File: config.mk
export PLATFORM = sky130hd
export DESIGN_NAME = sync_fifo
export DESIGN_NICKNAME = d
export VERILOG_FILES = /design/src/rtl/sync_fifo.sv
export SDC_FILE = /design/constraint.sdc
export NUM_CORES = 1
export LEC_CHECK = 0
export ABC_AREA = 1
export BUFFER_PORTS_ARGS = -buffer_cell sky130_fd_sc_hd__buf_2
export CAP_MARGIN = 30
export CORE_ASPECT_RATIO = 0.75
export CORE_MARGIN = 2
export CORE_UTILIZATION = 50
export DETAILED_ROUTE_END_ITERATION = 7
export PLACE_DENSITY = 0.78
export SLEW_MARGIN = 20
export SYNTH_ARGS = -nofsm -noshare
export SYNTH_HDL_FRONTEND = slang
export SYNTH_SLANG_ARGS = --single-unit
File: constraint.sdc
create_clock -name clk -period 4.07 [get_ports clk]
set_input_delay 0.814 -clock clk [delete_from_list [all_inputs] [get_ports clk]]
set_output_delay 0.814 -clock clk [all_outputs]
set_load 0.05 [all_outputs]
File: src/rtl/sync_fifo.sv
// sync_fifo: show-ahead ready/valid FIFO of arbitrary depth with an explicit
// occupancy register, almost-full/almost-empty compares and synchronous flush.
module sync_fifo #(
  parameter int unsigned DEPTH      = 4,
  parameter int unsigned WORD_WIDTH = 8,
  parameter int unsigned AF_LEVEL   = DEPTH - 1,
  parameter int unsigned AE_LEVEL   = 1,
  localparam int unsigned LW        = $clog2(DEPTH + 1),
  localparam int unsigned PW        = (DEPTH > 2) ? $clog2(DEPTH) : 1
) (
  input  logic                  clk,
  input  logic                  rst,
  input  logic                  flush,
  input  logic                  wr_valid,
  output logic                  wr_ready,
  input  logic [WORD_WIDTH-1:0] wr_data,
  output logic                  rd_valid,
  input  logic                  rd_ready,
  output logic [WORD_WIDTH-1:0] rd_data,
  output logic [LW-1:0]         level,
  output logic                  almost_full,
  output logic                  almost_empty
);

  logic [WORD_WIDTH-1:0] mem_q [DEPTH];
  logic [PW-1:0]         wr_ptr_q, wr_ptr_d;
  logic [PW-1:0]         rd_ptr_q, rd_ptr_d;
  logic [LW-1:0]         level_q, level_d;
  logic                  push, pop, mem_we;

  // Explicit wrap at DEPTH-1 so non-power-of-two depths work.
  function automatic logic [PW-1:0] ptr_next(input logic [PW-1:0] p);
    return (p == PW'(DEPTH - 1)) ? '0 : p + 1'b1;
  endfunction

  // Handshake status derives only from the registered level.
  always_comb begin
    wr_ready     = (level_q != LW'(DEPTH));
    rd_valid     = (level_q != '0);
    push         = wr_valid & wr_ready;
    pop          = rd_valid & rd_ready;
    rd_data      = mem_q[rd_ptr_q];
    level        = level_q;
    almost_full  = (level_q >= LW'(AF_LEVEL));
    almost_empty = (level_q <= LW'(AE_LEVEL));
  end

  // Next-state pointers and level; flush discards any same-cycle push/pop.
  always_comb begin
    wr_ptr_d = wr_ptr_q;
    rd_ptr_d = rd_ptr_q;
    level_d  = level_q;
    mem_we   = 1'b0;
    if (flush) begin
      wr_ptr_d = '0;
      rd_ptr_d = '0;
      level_d  = '0;
    end else begin
      if (push) begin
        wr_ptr_d = ptr_next(wr_ptr_q);
        mem_we   = 1'b1;
      end
      if (pop) rd_ptr_d = ptr_next(rd_ptr_q);
      unique case ({push, pop})
        2'b10:   level_d = level_q + LW'(1);
        2'b01:   level_d = level_q - LW'(1);
        default: level_d = level_q;
      endcase
    end
  end

  // Control state register with synchronous reset.
  always_ff @(posedge clk) begin
    if (rst) begin
      wr_ptr_q <= '0;
      rd_ptr_q <= '0;
      level_q  <= '0;
    end else begin
      wr_ptr_q <= wr_ptr_d;
      rd_ptr_q <= rd_ptr_d;
      level_q  <= level_d;
    end
  end

  // Storage write; contents are never cleared.
  always_ff @(posedge clk) begin
    if (mem_we && !rst) mem_q[wr_ptr_q] <= wr_data;
  end

endmodule

==> metrics <==
post-layout min period=2.42 ns; clock skew=0.00691 ns; post-detail-place hpwl=2.24 mm; worst setup path class=flip-flop to output pin; first-pass GRT wire length=5.26 mm; CTS H-tree lvls=2; Avg WL per Cell=11.9 um; CP endpoint kind=output pin; DR pass1 iterations=4; drc violations=0; maxcap violations=0; RSZ-0062 raised after global routing=no; Distinct cells, synth=19; Final Cycle Share=59.4%; Layout Cells excl Fill=259; Mean Syn Cell Area=10.5 sq um; CTS buffer count=5; largest net degree at the start of global routing=33; Syn Nets=200; Core Area=0.00359 sq mm; Die Span Y=56.5 um; # IOs=28; maximum buffer depth of the clock tree=2; Rows=19; TritonCTS clock tree=done; initial antenna violation count=0; Pleak=0.912 nW; Arrival @ worst endpoint=1.60 ns; fin nets=230; status=finished clean; f_max=414 MHz; worst hold path type=flip-flop to flip-flop; yosys warns=0; Initial Util=51.3%; Yosys reg bits=41; Sink Count=41; gpl congestion=0.715; DIE AREA=0.00419 sq mm; clk_lat worst skew=0.29 ns; Placed Cells=250; CTS clk-pin slew, worst paths=0.08 ns; endpoints failing hold=0; Max Slew Vio Count=0; critical path fanouts, max=21; CP Launch Type=flip-flop; sequential share of the synthesized area=62.0%; Setup WS post-layout=1.65 ns; max_slew headroom=48.1%; Sum Neg Setup Slack=0 ns; Initial DRC Count=76; total grt overflow=0; aggregate global-route resource usage=17.2%; setup violators final=0; # resized after CTS=0; slew at the pin with the worst max-slew slack=0.775 ns; maximum VDD drop=0.245 mV; clock tree root buffer cell=clkbuf_8; DR vias/cell=4.67; Die X=74.1 um; Worst Path Required=3.26 ns; Area Overhead vs Synth=16.7%; Post-Syn Area=0.00184 sq mm; Post-Synthesis Cells=176; pre-CTS setup slack=1.56 ns; number of global-route vias before repair=1096; final wirelength=3.09 mm; Post-CTS Setup Inserts=0; post-cts hold buffer count=0; PD cells=441 mW/mm^2; IO buf count=27; Vias=1209; share of layout cells above drive strength 1=18.8%; Final ANT Viol Nets=0; number of diodes=0
-- registers in the layout, summed over array words and instances, names as in the netlist, named ones only --
signal    count
rd_ptr_q      2
mem_q        32
wr_ptr_q      2
level         3
-- synthesized netlist by cell type --
cell / number / area, sq um
inv_2: 1 / 3.75
inv_1: 32 / 120
a21boi_4: 1 / 18.8
dfxtp_1: 9 / 180
nand3_1: 1 / 5.00
nand3b_1: 1 / 7.51
xnor2_1: 1 / 8.76
o21ai_0: 11 / 55.1
buf_2: 3 / 15.0
a21oi_1: 11 / 55.1
nor2_1: 17 / 63.8
o21a_1: 1 / 7.51
edfxtp_1: 32 / 961
clkbuf_1: 1 / 3.75
o211ai_1: 8 / 60.1
a21oi_2: 1 / 8.76
clkbuf_2: 1 / 5.00
nand2_1: 33 / 124
ha_1: 11 / 138
-- layout by cell type, fill, tap and decap left out, types with 5 or more instances in the layout --
master	count
a21oi_1	11
buf_2	27
clkbuf_8	5
dfxtp_1	9
edfxtp_1	32
ha_1	11
inv_1	32
nand2_1	33
nor2_1	17
o211ai_1	8
o21ai_0	11
-- final cells by class --
cell class	count	area, sq um
Sequential cell	41	1140
Tap cell	52	65.1
Timing Repair Buffer	28	150
Clock buffer	5	68.8
Multi-Input combinational cell	97	552
Inverter	33	124
Clock inverter	3	46.3
Fill cell	298	1440
-- critical path, stage by stage (launching register included) --
cell and delay [ns]:
dfxtp_1 0.56, buf_8 0.22, a21oi_1 0.07, o21ai_0 0.14, nand2_1 0.09, buf_2 0.22
-- metrics by stage --
step,cell area (sq um),util [%],total power [mW],hold WS (ns)
after floorplan,1840,-,0.596,0.479
after global placement,2020,56.2,0.630,0.498
after detailed placement,2020,56.2,0.633,0.500
after CTS,2130,59.4,0.951,0.511
after global routing,2150,59.8,0.991,0.546
final,2150,59.8,0.947,0.508
-- layer usage --
layer	wire length, um	global-route usage (%)	share of wire, %	vias to the layer above
met2	1230	21.8	40	40
met5	0	0	0	-
met1	1580	27.1	51	530
li1	-	-	-	635
met4	23	4.42	0.74	0
met3	256	6.82	8.3	4
-- cells by family after synthesis --
| kind of cell | Yosys count | synth area share (%) |
|---|---|---|
| xor gates and xnor gates | 1 | 0.476 |
| buffers and inverters | 38 | 8.02 |
| and+or+nand+nor | 52 | 10.9 |
| DFF | 41 | 62.0 |
| AOI/OAI and AO/OA | 33 | 11.1 |
| adders and majority gates | 11 | 7.48 |
-- report_power, final --
group,internal [mW],switching (mW)
Sequential,0.460,0.0104
Combinational,0.0419,0.112
Clock,0.183,0.139
-- path summary, 6_finish.rpt --
kind | start | endpoint | slack, ns | depth (start not counted)
setup / recovery | flip-flop | rd_data[1] | 1.65 | 5
hold / removal | rd_ptr_q[1] | rd_ptr_q[1] | 0.51 | 2
setup reg to reg | level[0] | mem_q[2][6] | 1.81 | 5
hold reg to reg | rd_ptr_q[1] | rd_ptr_q[1] | 0.51 | 2
No activity file was read; power rests on OpenSTA's default activity.
